<file path="src/rtl/spi_sensor_arbiter.sv">
// -----------------------------------------------------------------------------
// spi_sensor_arbiter
//
// Shares one spi_master between NUM_SENSORS sensor controllers. Requests are
// served round-robin. Each transaction is framed by a per-channel chip select
// with a setup gap before the grant and a hold gap after the bus goes idle.
// A watchdog cuts off a grant that never sees its done pulse.
//
// Optional feature: define ARB_GRANT_STATS_EN to add the grant_count output,
// one 16-bit saturating grant counter per channel.
//
// Ports:
//   clk            system clock
//   rst            asynchronous, active-high reset
//   req[N]         per-channel request level, held for the whole transaction
//   done[N]        per-channel single-cycle end-of-transaction pulse
//   spi_busy       spi_master busy flag
//   grant[N]       one-hot grant; owner may drive spi_master only while high
//   cs_n[N]        active-low chip selects, at most one low at a time
//   sel            index of the owning channel for the top-level mux
//   active         high whenever any cs_n is low
//   timeout_err[N] sticky per-channel watchdog flag
//   led_heartbeat  free-running counter bit HEARTBEAT_BIT
//   grant_count    (ARB_GRANT_STATS_EN only) 16 bits per channel, slice i = ch i
//
// Handshake: a client raises req[i] and holds it. The arbiter lowers cs_n[i],
// waits the setup gap, then raises grant[i]. The client owns spi_master while
// grant[i] is high and ends the transaction with a one-cycle done[i] pulse;
// grant[i] drops on the following cycle. Dropping req[i] before the grant
// cancels the request cleanly. A req still high after done is a new request.
// -----------------------------------------------------------------------------
module spi_sensor_arbiter #(
  parameter int NUM_SENSORS     = 2,
  parameter int CS_SETUP_CYCLES = 4,
  parameter int CS_HOLD_CYCLES  = 4,
  parameter int TIMEOUT_CYCLES  = 65535,
  parameter int HEARTBEAT_BIT   = 21,
  localparam int SEL_W = (NUM_SENSORS > 1) ? $clog2(NUM_SENSORS) : 1
) (
  input  logic                   clk,
  input  logic                   rst,
  input  logic [NUM_SENSORS-1:0] req,
  input  logic [NUM_SENSORS-1:0] done,
  input  logic                   spi_busy,
  output logic [NUM_SENSORS-1:0] grant,
  output logic [NUM_SENSORS-1:0] cs_n,
  output logic [SEL_W-1:0]       sel,
  output logic                   active,
  output logic [NUM_SENSORS-1:0] timeout_err,
  output logic                   led_heartbeat
`ifdef ARB_GRANT_STATS_EN
  ,
  output logic [NUM_SENSORS*16-1:0] grant_count
`endif
);

  localparam int CNT_MAX_A = (TIMEOUT_CYCLES > CS_SETUP_CYCLES) ? TIMEOUT_CYCLES : CS_SETUP_CYCLES;
  localparam int CNT_MAX   = (CNT_MAX_A > CS_HOLD_CYCLES) ? CNT_MAX_A : CS_HOLD_CYCLES;
  localparam int CNT_W     = $clog2(CNT_MAX + 1);

  localparam logic [CNT_W-1:0] SETUP_LAST   = CNT_W'(CS_SETUP_CYCLES - 1);
  localparam logic [CNT_W-1:0] HOLD_LAST    = CNT_W'(CS_HOLD_CYCLES - 1);
  localparam logic [CNT_W-1:0] TIMEOUT_LAST = CNT_W'(TIMEOUT_CYCLES - 1);

  typedef enum logic [2:0] {
    S_IDLE,
    S_CS_SETUP,
    S_GRANTED,
    S_DRAIN,
    S_CS_HOLD,
    S_GAP
  } state_e;

  state_e                 state_q, state_d;
  logic [SEL_W-1:0]       sel_q, sel_d;
  logic [SEL_W-1:0]       ptr_q, ptr_d;
  logic [CNT_W-1:0]       cnt_q, cnt_d;
  logic [NUM_SENSORS-1:0] grant_q, grant_d;
  logic [NUM_SENSORS-1:0] cs_n_q, cs_n_d;
  logic                   active_q, active_d;
  logic [NUM_SENSORS-1:0] terr_q, terr_d;
  logic [HEARTBEAT_BIT:0] hb_q, hb_d;

  // Round-robin pick: scan from ptr_q downwards in offset so that the
  // smallest offset from the pointer is the last (winning) assignment.
  logic             pick_valid;
  logic [SEL_W-1:0] pick_idx;
  logic [SEL_W-1:0] scan_idx;

  always_comb begin
    pick_valid = 1'b0;
    pick_idx   = '0;
    scan_idx   = '0;
    for (int i = NUM_SENSORS - 1; i >= 0; i--) begin
      scan_idx = SEL_W'((int'(ptr_q) + i) % NUM_SENSORS);
      if (req[scan_idx]) begin
        pick_valid = 1'b1;
        pick_idx   = scan_idx;
      end
    end
  end

  logic [SEL_W-1:0] ptr_next;
  assign ptr_next = (int'(sel_q) == NUM_SENSORS - 1) ? '0 : sel_q + SEL_W'(1);

  logic do_release;

  always_comb begin
    state_d    = state_q;
    sel_d      = sel_q;
    ptr_d      = ptr_q;
    cnt_d      = cnt_q;
    grant_d    = grant_q;
    cs_n_d     = cs_n_q;
    active_d   = active_q;
    terr_d     = terr_q;
    do_release = 1'b0;

    case (state_q)
      S_IDLE: begin
        if (pick_valid) begin
          sel_d    = pick_idx;
          cs_n_d   = ~(NUM_SENSORS'(1) << pick_idx);
          active_d = 1'b1;
          cnt_d    = '0;
          state_d  = S_CS_SETUP;
        end
      end

      S_CS_SETUP: begin
        if (!req[sel_q]) begin
          // Client withdrew before the grant: close the frame, no error.
          cnt_d   = '0;
          state_d = S_CS_HOLD;
        end else if (cnt_q == SETUP_LAST) begin
          grant_d = NUM_SENSORS'(1) << sel_q;
          cnt_d   = '0;
          state_d = S_GRANTED;
        end else begin
          cnt_d = cnt_q + 1'b1;
        end
      end

      S_GRANTED: begin
        // done is checked first so a simultaneous timeout raises no error.
        if (done[sel_q]) begin
          grant_d = '0;
          state_d = S_DRAIN;
        end else if (cnt_q == TIMEOUT_LAST) begin
          grant_d        = '0;
          terr_d[sel_q]  = 1'b1;
          state_d        = S_DRAIN;
        end else begin
          cnt_d = cnt_q + 1'b1;
        end
      end

      S_DRAIN: begin
        // The first cycle seen with spi_busy low already counts as a hold
        // cycle, so an idle master costs no extra drain time.
        if (!spi_busy) begin
          if (CS_HOLD_CYCLES == 1) begin
            do_release = 1'b1;
          end else begin
            cnt_d   = CNT_W'(1);
            state_d = S_CS_HOLD;
          end
        end
      end

      S_CS_HOLD: begin
        if (cnt_q == HOLD_LAST) begin
          do_release = 1'b1;
        end else begin
          cnt_d = cnt_q + 1'b1;
        end
      end

      S_GAP: begin
        state_d = S_IDLE;
      end

      default: begin
        state_d = S_IDLE;
      end
    endcase

    if (do_release) begin
      cs_n_d   = '1;
      active_d = 1'b0;
      ptr_d    = ptr_next;
      cnt_d    = '0;
      state_d  = S_GAP;
    end
  end

  assign hb_d = hb_q + 1'b1;

  always_ff @(posedge clk or posedge rst) begin
    if (rst) begin
      state_q  <= S_IDLE;
      sel_q    <= '0;
      ptr_q    <= '0;
      cnt_q    <= '0;
      grant_q  <= '0;
      cs_n_q   <= '1;
      active_q <= 1'b0;
      terr_q   <= '0;
      hb_q     <= '0;
    end else begin
      state_q  <= state_d;
      sel_q    <= sel_d;
      ptr_q    <= ptr_d;
      cnt_q    <= cnt_d;
      grant_q  <= grant_d;
      cs_n_q   <= cs_n_d;
      active_q <= active_d;
      terr_q   <= terr_d;
      hb_q     <= hb_d;
    end
  end

  assign grant         = grant_q;
  assign cs_n          = cs_n_q;
  assign sel           = sel_q;
  assign active        = active_q;
  assign timeout_err   = terr_q;
  assign led_heartbeat = hb_q[HEARTBEAT_BIT];

`ifdef ARB_GRANT_STATS_EN
  logic [NUM_SENSORS*16-1:0] gcnt_q, gcnt_d;

  // A grant rising edge is visible one cycle early as grant_d & ~grant_q.
  always_comb begin
    gcnt_d = gcnt_q;
    for (int i = 0; i < NUM_SENSORS; i++) begin
      if (grant_d[i] && !grant_q[i] && (gcnt_q[i*16 +: 16] != 16'hFFFF)) begin
        gcnt_d[i*16 +: 16] = gcnt_q[i*16 +: 16] + 16'd1;
      end
    end
  end

  always_ff @(posedge clk or posedge rst) begin
    if (rst) begin
      gcnt_q <= '0;
    end else begin
      gcnt_q <= gcnt_d;
    end
  end

  assign grant_count = gcnt_q;
`endif

endmodule

</file>
<file path="config.mk">
export PLATFORM = sky130hd
export DESIGN_NAME = spi_sensor_arbiter
export DESIGN_NICKNAME = d
export VERILOG_FILES = /design/src/rtl/spi_sensor_arbiter.sv
export SDC_FILE = /design/constraint.sdc
export NUM_CORES = 1
export LEC_CHECK = 0
export ABC_AREA = 1
export ABC_CLOCK_PERIOD_IN_PS = 3900
export BUFFER_PORTS_ARGS = -buffer_cell sky130_fd_sc_hd__buf_2
export CORE_MARGIN = 10
export CORE_UTILIZATION = 66
export CTS_CLUSTER_SIZE = 30
export DETAILED_ROUTE_END_ITERATION = 10
export GPL_ROUTABILITY_DRIVEN = 0
export PLACE_DENSITY_LB_ADDON = 0.25
export SYNTH_ARGS = -nofsm -noshare
export SYNTH_HDL_FRONTEND = slang
export SYNTH_SLANG_ARGS = --single-unit
</file>
<file path="constraint.sdc">
create_clock -name clk -period 3.9 [get_ports clk]
set_input_delay 0.39 -clock clk [delete_from_list [all_inputs] [get_ports clk]]
set_output_delay 0.39 -clock clk [all_outputs]
set_load 0.02 [all_outputs]
</file>
---- Yosys cells after proc, flatten, opt, wreduce, memory -nomap -nowiden ----
Index checks and enable logic that the tools add are counted.
word-level totals
  bits in registers ....................... 50
  output and inout port bits .............. 9
cells by class
  add/subtract/negate cells ............... 4
  $lt $le $gt $ge ......................... 4
  equality and inequality tests ........... 17
  shift operators ......................... 2
  multiplexer cells ....................... 45
  bitwise gates (word level) .............. 3
  reductions and logical operators ........ 12
operators with widths
  operator                                               count
  two-way mux 16 bit                                     8
  one-hot mux 16 bit (5 select lines)                    1
  adder 22 x 1 -> 22 bit (second input constant)         1
  two-way mux 3 bit                                      7
  two-way mux 1 bit                                      19
  != test 3 bit (second input constant)                  6
  adder 16 x 1 -> 16 bit (second input constant)         1
  equality test 16 bit (second input constant)           1
  equality test 16 x 2 -> 1 bit (second input constant)  1
  one-hot mux 3 bit (5 select lines)                     1
  two-way mux 2 bit                                      7
  != test 4 bit (second input constant)                  2
  equality test 3 x 2 -> 1 bit (second input constant)   2
  < comparator 1 x 2 -> 1 bit (second input constant)    3
  != test 2 bit (second input constant)                  3
  AND reduction 6 bit                                    1
  nonzero test 2 bit                                     3
  nonzero test 6 bit                                     1
  AND reduction 5 bit                                    1
  one-hot mux 2 bit (2 select lines)                     1
  AND reduction 2 bit                                    2
  AND reduction 4 bit                                    1
  << shifter 1 x 1 -> 2 bit (first input constant)       2
  equality test 3 x 1 -> 1 bit (second input constant)   1
  other kinds (10)                                       11

---- Depth between registers and ports, before layout ----
Gate-level depths: netlist of the first run.
  depth in word-level cells ............... 10
  gate-level depth with buffers ........... 11

---- Least setup slack after synthesis of the first run ----
Ideal clock, no wire load.
  path type ............................... register to register
  start point ............................. reg cnt_q[0]
  end point ............................... reg cnt_q[7]
  setup time .............................. 0.118 ns
  arrival ................................. 1.403 ns
  data required time ...................... 3.782 ns
  setup slack ............................. 2.379 ns
  cell stages (with the launch flop) ...... 12
  buffers on the path ..................... 2
  cell sequence ........................... dfrtp_1 > buf_2 > inv_1 > ha_1 > nand2_1 > nor2_1 > nand4_1 > nand2_1 > nor2_4 > buf_6 > nand2_1 > o21ai_2
between the ends
  word-level cells in the longest chain between the ends .. 5
  elaborated cells on any way between the ends .. 19
  those cells by class .................... add/sub (1); eq/ne (7); mux (9); reduce/logical (2)
ends and longest elaborated chain
  item                                                                     RTL line  source
  start, declared                                                          77        logic [CNT_W-1:0] cnt_q, cnt_d;
  start signal, assigned                                                   214       cnt_q <= cnt_d;
  adder 16 x 1 -> 16 bit or equality test 16 x 2 -> 1 bit (tied branches)  n/a
  two-way mux 16 bit, or another cell as far along                         149       end else if (cnt_q == TIMEOUT_LAST) begin
  two-way mux 16 bit, or another cell as far along                         146       if (done[sel_q]) begin
  one-hot mux 16 bit (5 select lines), or another cell as far along        119       case (state_q)
  two-way mux 16 bit or AND reduction 6 bit (tied branches)                n/a
Parallel ways exist; a longest one is shown, timed or not. The select of a mux whose other input is x is not followed.
A chain may end at the register's enable or synchronous reset.

---- Final worst setup path of the first run ----
  start point ............................. reg cnt_q[0]
  end point ............................... reg cnt_q[13]
Same word-level chain as after synthesis.

==> impl_metrics.json, run 1 <==
{
  "status": "complete, no violations",
  "synth_area_um2": 3050,
  "ys_warn_count": 0,
  "die_h_um": 88.0,
  "htreeDepth": 2,
  "yosysSeqAreaShare": 0.411,
  "maxClockFrequency_ghz": 0.514,
  "startpoint": "cnt_q[0]",
  "period_needed_ns": 1.94,
  "cts_setup_buffers": 0,
  "fin_nets": 435,
  "rsz0062_at_grt": "no",
  "leakage_nw": 1.68,
  "cts_buffers": 5,
  "routed_wl_um": 6670,
  "reg2reg_setup_slack_ns": 1.96,
  "fp.dieW_um": 88.0,
  "r2r_start": "cnt_q[0]",
  "syn-num-nets": 417,
  "grt_first_pass_wirelength_um": 11300,
  "coreArea_um2": 4410,
  "fin_setup_tns_ns": 0,
  "p_per_area_nw_per_um2": 437,
  "synthCells": 407,
  "dpl.hpwl_um": 5020,
  "first_pass_iters": 6,
  "drc": 0,
  "drive_gt1_frac": 0.151,
  "cp-start-kind": "flip-flop",
  "worstReg2RegEnd": "cnt_q[13]",
  "port_buffers": 15,
  "hold_class": "input pin to asynchronous set/reset pin",
  "synth_fa_ha_area_frac": 0.0123,
  "setup_viol": 0,
  "finClkSkew_ns": 0.00461,
  "clk_path_buf_depth": 2,
  "arrival_ns": 2.19,
  "end_kind": "flip-flop",
  "vias": 2733,
  "via_per_inst": 5.73,
  "muxShareOfSynthArea": 0,
  "synth_xor_area_frac": 0.0661,
  "r2r_cells": 9,
  "wl_per_cell_um": 14.0,
  "diodes": 0,
  "cts.clk_slew.worst_paths_ns": 0.09,
  "syn_area_per_cell_um2": 7.49,
  "root_buffer": "clkbuf_8",
  "start_util": 0.691,
  "ys_seq_elements": 50,
  "pin_count": 16,
  "fp.dieArea_um2": 7740,
  "ys_types": 29,
  "post_cts_resize_count": 0,
  "crit_fanout": 20,
  "synth_top_family_by_area": "simple AND/OR/NAND/NOR gates",
  "grt_max_degree": 51,
  "hold_buffers": 0,
  "yosys.area_share.simple": 0.355,
  "hold_viol_final": 0,
  "clk_latency_ns": 0.31,
  "synth_compound_area_frac": 0.0755,
  "grt-ovfl-total": 0,
  "antenna_found_initial": 0,
  "report.final.slew_viol_count": 0,
  "peakVddDrop_mv": 0.520,
  "critPathRequiredTime_ns": 4.14,
  "syn_to_final_growth_pct": 7.06,
  "whs_ns": 0.319,
  "clock_sinks": 50,
  "grt_pass1_vias": 2609,
  "num_rows": 24,
  "max_slew_margin": 0.326,
  "gr-usage-all-layers": 0.180,
  "antenna_left": 0,
  "tightest_slew_ns": 1.01,
  "drtIter0Drc": 268,
  "min_period_over_period": 0.498,
  "cts_tree": "yes",
  "crit_type": "flip-flop to flip-flop",
  "cap_violations": 0
}
-- cell usage after synthesis --
master    number  area (um^2)
a21o_2         2         17.5
a21oi_1        2         10.0
buf_2          2         10.0
buf_6          2         22.5
dfrtp_1       48         1200
dfstp_2        2         52.6
ha_1           3         37.5
inv_1         47          176
inv_2          8         30.0
inv_4          1         6.26
nand2_1      118          443
nand2_2        7         43.8
nand3_1       40          200
nand3_2        3         30.0
nand3b_1       2         15.0
nand4_1       17          106
nor2_1        30          113
nor2_2         5         31.3
nor2_4         2         22.5
nor3_1        12         60.1
nor3_2         1         10.0
nor4_1         1         6.26
o211ai_1       2         15.0
o21ai_0        8         40.0
o21ai_1        9         45.0
o21ai_2        8         70.1
o21ai_4        2         32.5
xnor2_1        6         52.6
xor2_1        17          149
-- registers in the layout (all words and copies together) (netlist names) --
name,count
ptr_q,1
sel,1
hb_q,22
grant,2
cs_n,2
active,1
timeout_err,2
state_q,3
cnt_q,16
-- kinds of logic (layout without fill, tap and decap cells) --
logic type,after synthesis,in the layout
flip-flops,50,50
buffers and inverters,60,78
AND/OR/NAND/NOR,238,238
AO/OA/AOI/OAI,33,33
adder cells (fa/ha/maj),3,3
XOR/XNOR,23,23
-- worst max-delay path by stage --
stage | cells after the start | slack (ns) | end
finish | 9 | 1.96 | cnt_q[13]
global route | 9 | 1.83 | cnt_q[8]
CTS | 9 | 1.97 | cnt_q[13]
detailed placement | 9 | 1.99 | cnt_q[13]
global placement | 9 | 2.09 | cnt_q[13]
floorplan | 1 | 2.31 | active
-- stage by stage --
step                      utilization  worst slack, ns  power (mW)  cell area, um^2  std cells
after floorplan                     -             2.31       0.972             3050        407
after global placement          0.715             2.09        1.06             3160        470
after detailed placement        0.715             1.99        1.07             3160        470
after CTS                       0.740             1.97        1.43             3260        477
after global routing            0.740             1.83        1.51             3260        477
final                           0.740             1.96        1.43             3260        477
-- per-layer routing --
layer / track usage / part of all wire / vias up
met2: 0.298 / 0.48 / 90
met3: 0.0399 / 0.056 / 18
met4: 0.0507 / 0.015 / 0
met1: 0.229 / 0.45 / 1285
met5: 0 / 0 / -
li1: - / - / 1340
-- final cells by class --
class	count	area, um^2
multi-input cells	297	1550
flip-flops and latches	50	1250
fillers	319	1150
inverters	56	213
repair buffers	15	75.1
clock buffers	5	68.8
well taps	52	65.1
clock inverters	2	38.8
-- layout by cell type (no fill, tap or decap) --
cell | Yosys | layout
dfrtp_1 | 48 | 48
dfstp_2 | 2 | 2
o21ai_0 | 8 | 8
nand2_1 | 118 | 118
nor2_2 | 5 | 5
nor3_2 | 1 | 1
inv_1 | 47 | 46
a21oi_1 | 2 | 2
nand4_1 | 17 | 17
xnor2_1 | 6 | 6
ha_1 | 3 | 3
o211ai_1 | 2 | 2
nand2_2 | 7 | 7
nor2_1 | 30 | 30
nand3_2 | 3 | 3
inv_4 | 1 | 1
xor2_1 | 17 | 17
nand3_1 | 40 | 40
nand3b_1 | 2 | 2
clkinv_4 | 0 | 1
o21ai_2 | 8 | 8
nor2_4 | 2 | 2
a21o_2 | 2 | 2
o21ai_4 | 2 | 2
clkbuf_8 | 0 | 5
nor3_1 | 12 | 12
bufinv_16 | 0 | 1
buf_2 | 2 | 15
inv_2 | 8 | 9
nor4_1 | 1 | 1
o21ai_1 | 9 | 9
-- critical path, cell delays in order (launching register included) --
cell,delay [ns]
dfrtp_1,0.49
inv_1,0.13
ha_1,0.24
nand2_1,0.08
nor2_1,0.04
nand4_1,0.11
nand2_1,0.10
nor2_4,0.44
nand3_1,0.14
nand2_1,0.10
-- power breakdown --
group,switching [mW],internal (mW)
Clock,0.168,0.189
Sequential,0.0450,0.571
Combinational,0.336,0.117
Total,0.549,0.876
No activity file was read; power rests on OpenSTA's default activity.
==> run 2: changes to the inputs <==
Settings changed: ABC_CLOCK_PERIOD_IN_PS 3900 to 1700, CORE_UTILIZATION 66 to 55.
Clock period 3.9 ns to 1.7 ns, I/O delays scaled along.
==> run 2 against run 1 <==
Compared with the run above:
- sequential power rose by 130%
- routed wire length grew 6.0%
- via count is 0.29% lower
- die area rose by 15%
- combinational power rose to 2.7 times the previous value
- register-to-register slack lost 1.9 ns
- total power is 140% higher
- non-clock buffer count up 13
- clock skew rose by 0.0027 ns
- flip-flop and latch count unchanged
- utilization down 9.9 points
- largest cell class unchanged
==> impl_metrics.json, run 2 (synthesis gave the netlist of run 1 again) <==
{
  "period_needed_ns": 1.60,
  "worstPathCellList": "inv_1 > ha_1 > nand2_1 > nor2_1 > nand4_1 > nand2_2 > nor2_4 > buf_12 > nand2_2 > nand3_1",
  "num_rows": 27,
  "grt_max_degree": 33,
  "start_util": 0.561,
  "maxClockFrequency_ghz": 0.627,
  "most-common-layout-cells": "nand2_1, inv_1, dfrtp_1",
  "p_per_area_nw_per_um2": 973,
  "peakVddDrop_mv": 0.841,
  "cts.clk_slew.worst_paths_ns": 0.10,
  "whs_ns": 0.220,
  "crit_fanout": 10,
  "dpl.hpwl_um": 5240,
  "via_per_inst": 5.32,
  "layout_commonest_cell": "nand2_1",
  "min_period_over_period": 0.938,
  "gr-usage-all-layers": 0.167,
  "cts_tree": "yes",
  "clk_latency_ns": 0.31,
  "crit_type": "flip-flop to flip-flop",
  "clk_path_buf_depth": 2,
  "grt_pass1_vias": 2687,
  "regMostFlops": "hb_q",
  "first_pass_iters": 4,
  "min_from": "req[1]",
  "r2r_cells": 10,
  "tightest_slew_ns": 0.423,
  "cp-start-kind": "flip-flop",
  "report.final.slew_viol_count": 0,
  "dp_slack_ns": -0.0116,
  "fp.dieArea_um2": 8920,
  "cts_buffers": 5,
  "critPathMostFrequentCell": "nand2_2",
  "port_buffers": 15,
  "antenna_found_initial": 0,
  "p_comb_frac": 0.362,
  "fin_ws_ns": 0.105,
  "fp.dieW_um": 94.5,
  "fin_nets": 449,
  "arrival_ns": 1.80,
  "antenna_left": 0,
  "reg2reg_setup_slack_ns": 0.10,
  "r2r_start": "cnt_q[0]",
  "p_sw_mw": 1.39,
  "wl_per_cell_um": 13.8,
  "switching_share": 0.410,
  "setup_viol": 0,
  "status": "complete, no violations",
  "syn_to_final_growth_pct": 14.2,
  "largestRegisters": "hb_q: 22 flops, cnt_q: 16 flops, state_q: 3 flops",
  "grt_first_pass_wirelength_um": 12100,
  "vias": 2725,
  "p_int_mw": 2.00,
  "htreeDepth": 2,
  "coreArea_um2": 5440,
  "cap_violations": 0,
  "p_seq_frac": 0.417,
  "grt-ovfl-total": 0,
  "min_to": "cs_n[0]",
  "slowest_stage": "dfrtp_2",
  "drtIter0Drc": 169,
  "critPathMaxStageDelay_ns": 0.46,
  "clock_sinks": 50,
  "startpoint": "cnt_q[0]",
  "leakage_nw": 1.75,
  "die_h_um": 94.5,
  "root_buffer": "clkbuf_8",
  "drc": 0,
  "end_kind": "flip-flop",
  "pin_count": 16,
  "largest_reg_flops": 22,
  "critPathRequiredTime_ns": 1.90,
  "routed_wl_um": 7070,
  "hold_viol_final": 0,
  "max_slew_margin": 0.717,
  "pwr-share-clk": 0.221,
  "holdPathStages": 3,
  "drive_gt1_frac": 0.209,
  "finClkSkew_ns": 0.00735,
  "hold_class": "input pin to flip-flop",
  "diodes": 0,
  "worstReg2RegEnd": "cnt_q[0]"
}
run 2: changes by cell type in the layout (fill, tap and decap cells not counted), sizes merged:
cell	previous run	this run
buf	15	27
bufinv	1	0
dlygate4sd3	0	1
nor2	37	38
clkinv	1	2
inv	56	57
run 2: final cells by class:
cell class	instances	area (um^2)
sequential	50	1260
fill	494	1960
tap	72	90.1
timing repair buffer	28	200
inverter	56	213
clock inverter	3	28.8
clock buffer	5	68.8
multi-input combinational	298	1620
run 2: worst max-delay path by stage:
| stage | end | cells after the start |
|---|---|---|
| after global placement | state_q[0] | 7 |
| final | cnt_q[0] | 10 |
| after detailed placement | cnt_q[4] | 9 |
| after global routing | hb_q[20] | 7 |
| after CTS | state_q[1] | 8 |
| after floorplan | cnt_q[7] | 11 |
run 2: power by group through the flow:
stage	clock network (mW)	logic [mW]	registers, mW
floorplan	0	0.755	1.47
global placement	0	1.10	1.42
detailed placement	0	1.11	1.42
CTS	0.770	1.15	1.40
global route	0.816	1.35	1.43
finish	0.747	1.23	1.41
run 2: routing by layer:
metal | up-vias | global-route usage | wire length [um]
met5 | - | 0 | 0
met4 | 0 | 0.0549 | 134
met3 | 17 | 0.0270 | 321
met2 | 74 | 0.272 | 3370
met1 | 1256 | 0.220 | 3240
li1 | 1378 | - | -
run 2: stage by stage:
| step | total power [mW] | cell area [um^2] | cells | TNS [ns] | util |
|---|---|---|---|---|---|
| after floorplan | 2.23 | 3050 | 407 | 0 | - |
| after global placement | 2.52 | 3280 | 501 | -0.00395 | 0.602 |
| after detailed placement | 2.54 | 3280 | 501 | -0.0221 | 0.602 |
| after CTS | 3.32 | 3410 | 511 | 0 | 0.626 |
| after global routing | 3.59 | 3480 | 512 | -0.0155 | 0.640 |
| final | 3.39 | 3480 | 512 | 0 | 0.640 |
run 2: worst max-delay path, delay by kind of cell (launching register included):
family	cells	cell delay, ns
buf+inv	2	0.24
flops	1	0.46
fa+ha+maj	1	0.16
simple gates	7	0.64
run 2: repair_timing:
action | 4_1_cts | 5_1_grt
hold endpoints to repair | 16 | 0
buffers inserted | 0 | 1
cloned | 1 | 0
gates resized for setup | 4 | 15
hold buffers | 1 | 0
pin swaps | 1 | 2
setup endpoints to repair | 15 | 31
==> run 3: changes to the inputs <==
Settings changed: ABC_CLOCK_PERIOD_IN_PS 1700 to 1800.
Clock period 1.7 ns to 1.8 ns, I/O delays scaled along.
==> run 3 against run 2 <==
Compared with the run above:
- utilization shrank 0.69 points
- routed wire length grew 3.0%
- non-clock buffer count shrank 1
- via count grew 1.2%
- worst setup slack gained 0.041 ns
- clock skew grew 0.0053 ns
- sequential power shrank 5%
- count of clock-buffer cells in the layout is the same
- cell area shrank 1.1%
- clock power shrank 3.7%
- sequential share of layout area grew 0.32 points
- critical endpoint is now state_q[2]
==> impl_metrics.json, run 3 (synthesis gave the netlist of run 1 again) <==
{
  "status": "complete, no violations",
  "p_total_mw": 3.26,
  "regMostFlops": "hb_q",
  "critPathMaxStageDelay_ns": 0.48,
  "fin_nets": 448,
  "diodes": 0,
  "maxClockFrequency_ghz": 0.605,
  "htreeDepth": 2,
  "via_per_inst": 5.40,
  "coreArea_um2": 5440,
  "period_needed_ns": 1.65,
  "fin_setup_tns_ns": 0,
  "clk_latency_ns": 0.32,
  "holdPathStages": 3,
  "fp.dieW_um": 94.5,
  "dp_slack_ns": 0.0257,
  "syn_to_final_growth_pct": 13.0,
  "drtIter0Drc": 211,
  "r2r_cells": 7,
  "clock_sinks": 50,
  "whs_ns": 0.225,
  "drc": 0,
  "min_from": "req[1]",
  "fp.dieArea_um2": 8920,
  "crit_type": "flip-flop to flip-flop",
  "arrival_ns": 1.91,
  "setup_viol": 0,
  "grt-ovfl-total": 0,
  "grt_first_pass_wirelength_um": 12300,
  "instances_no_fill": 511,
  "antenna_left": 0,
  "hold_viol_final": 0,
  "pin_count": 16,
  "worstReg2RegEnd": "state_q[2]",
  "max_slew_margin": 0.676,
  "largest_reg_flops": 22,
  "cts_buffers": 5,
  "clk_path_buf_depth": 2,
  "root_buffer": "clkbuf_8",
  "end_kind": "flip-flop",
  "dpl.hpwl_um": 5330,
  "critPathRequiredTime_ns": 2.05,
  "leakage_nw": 1.75,
  "place_inst": 498,
  "worstPathCellList": "ha_4 > nand4_1 > nor2_2 > nand3_1 > nand2_1 > nand3_1 > nand2_1",
  "min_to": "sel",
  "antenna_found_initial": 0,
  "port_buffers": 15,
  "start_util": 0.561,
  "wl_per_cell_um": 14.2,
  "drive_gt1_frac": 0.189,
  "num_rows": 27,
  "most-common-layout-cells": "nand2_1, dfrtp_1, inv_1",
  "vias": 2757,
  "cts_tree": "yes",
  "reg2reg_setup_slack_ns": 0.15,
  "first_pass_iters": 4,
  "cp-start-kind": "flip-flop",
  "r2r_start": "cnt_q[1]",
  "rsz0062_at_grt": "no",
  "min_period_over_period": 0.919,
  "report.final.slew_viol_count": 0,
  "slowest_stage": "dfrtp_1",
  "final_util": 0.633,
  "die_h_um": 94.5,
  "crit_fanout": 7,
  "postLayoutCellArea_um2": 3440,
  "fin_ws_ns": 0.146,
  "cap_violations": 0,
  "layout_commonest_cell": "nand2_1",
  "placed_area_um2": 3250,
  "grt_max_degree": 33,
  "finClkSkew_ns": 0.0127,
  "grt_pass1_vias": 2709,
  "peakVddDrop_mv": 0.790,
  "cts.clk_slew.worst_paths_ns": 0.10,
  "routed_wl_um": 7280,
  "gr-usage-all-layers": 0.170,
  "tightest_slew_ns": 0.482,
  "hold_class": "input pin to flip-flop",
  "largestRegisters": "hb_q: 22 flops, cnt_q: 16 flops, state_q: 3 flops",
  "p_per_area_nw_per_um2": 947
}
## run 3: changes by cell type in the layout (fill, tap and decap cells not counted), sizes merged
cell / change
buf: -1
## run 3: how the worst max path moves through the flow
stage | cells past startpoint | end | start
finish | 7 | state_q[2] | cnt_q[1]
global route | 10 | cnt_q[0] | cnt_q[0]
CTS | 7 | state_q[2] | cnt_q[1]
detailed placement | 9 | cnt_q[6] | cnt_q[0]
global placement | 7 | state_q[2] | cnt_q[1]
floorplan | 11 | cnt_q[7] | cnt_q[0]
## run 3: critical path: cells and delay by family, from the launching register on
family | cells | cell delay [ns]
simple gates | 6 | 0.90
flops | 1 | 0.48
fa+ha+maj | 1 | 0.21
## run 3: layer usage
layer,global-route usage,share of wire
met5,0,0
met4,0.0661,0.023
met3,0.0357,0.052
met2,0.272,0.48
met1,0.221,0.45
## run 3: power breakdown
group          switching [mW]  leakage (nW)  internal (mW)  total [mW]
registers              0.0981         0.658           1.24        1.34
clock network           0.430        0.0502          0.289       0.719
logic                   0.801          1.04          0.405        1.21
## run 3: cell type report
type / instances / area, um^2
clock inverter: 3 / 28.8
inverter: 56 / 213
fill: 480 / 1990
timing repair buffer: 27 / 205
tap: 72 / 90.1
sequential: 50 / 1250
multi-input combinational: 298 / 1580
clock buffer: 5 / 68.8
## run 3: timing repair
item,in CTS,in global routing
gates cloned,1,0
setup endpoints to repair,1,26
buffers inserted,0,3
pin swaps,1,3
gates resized for setup,1,7
hold endpoints to repair,16,0
hold buffers,1,0
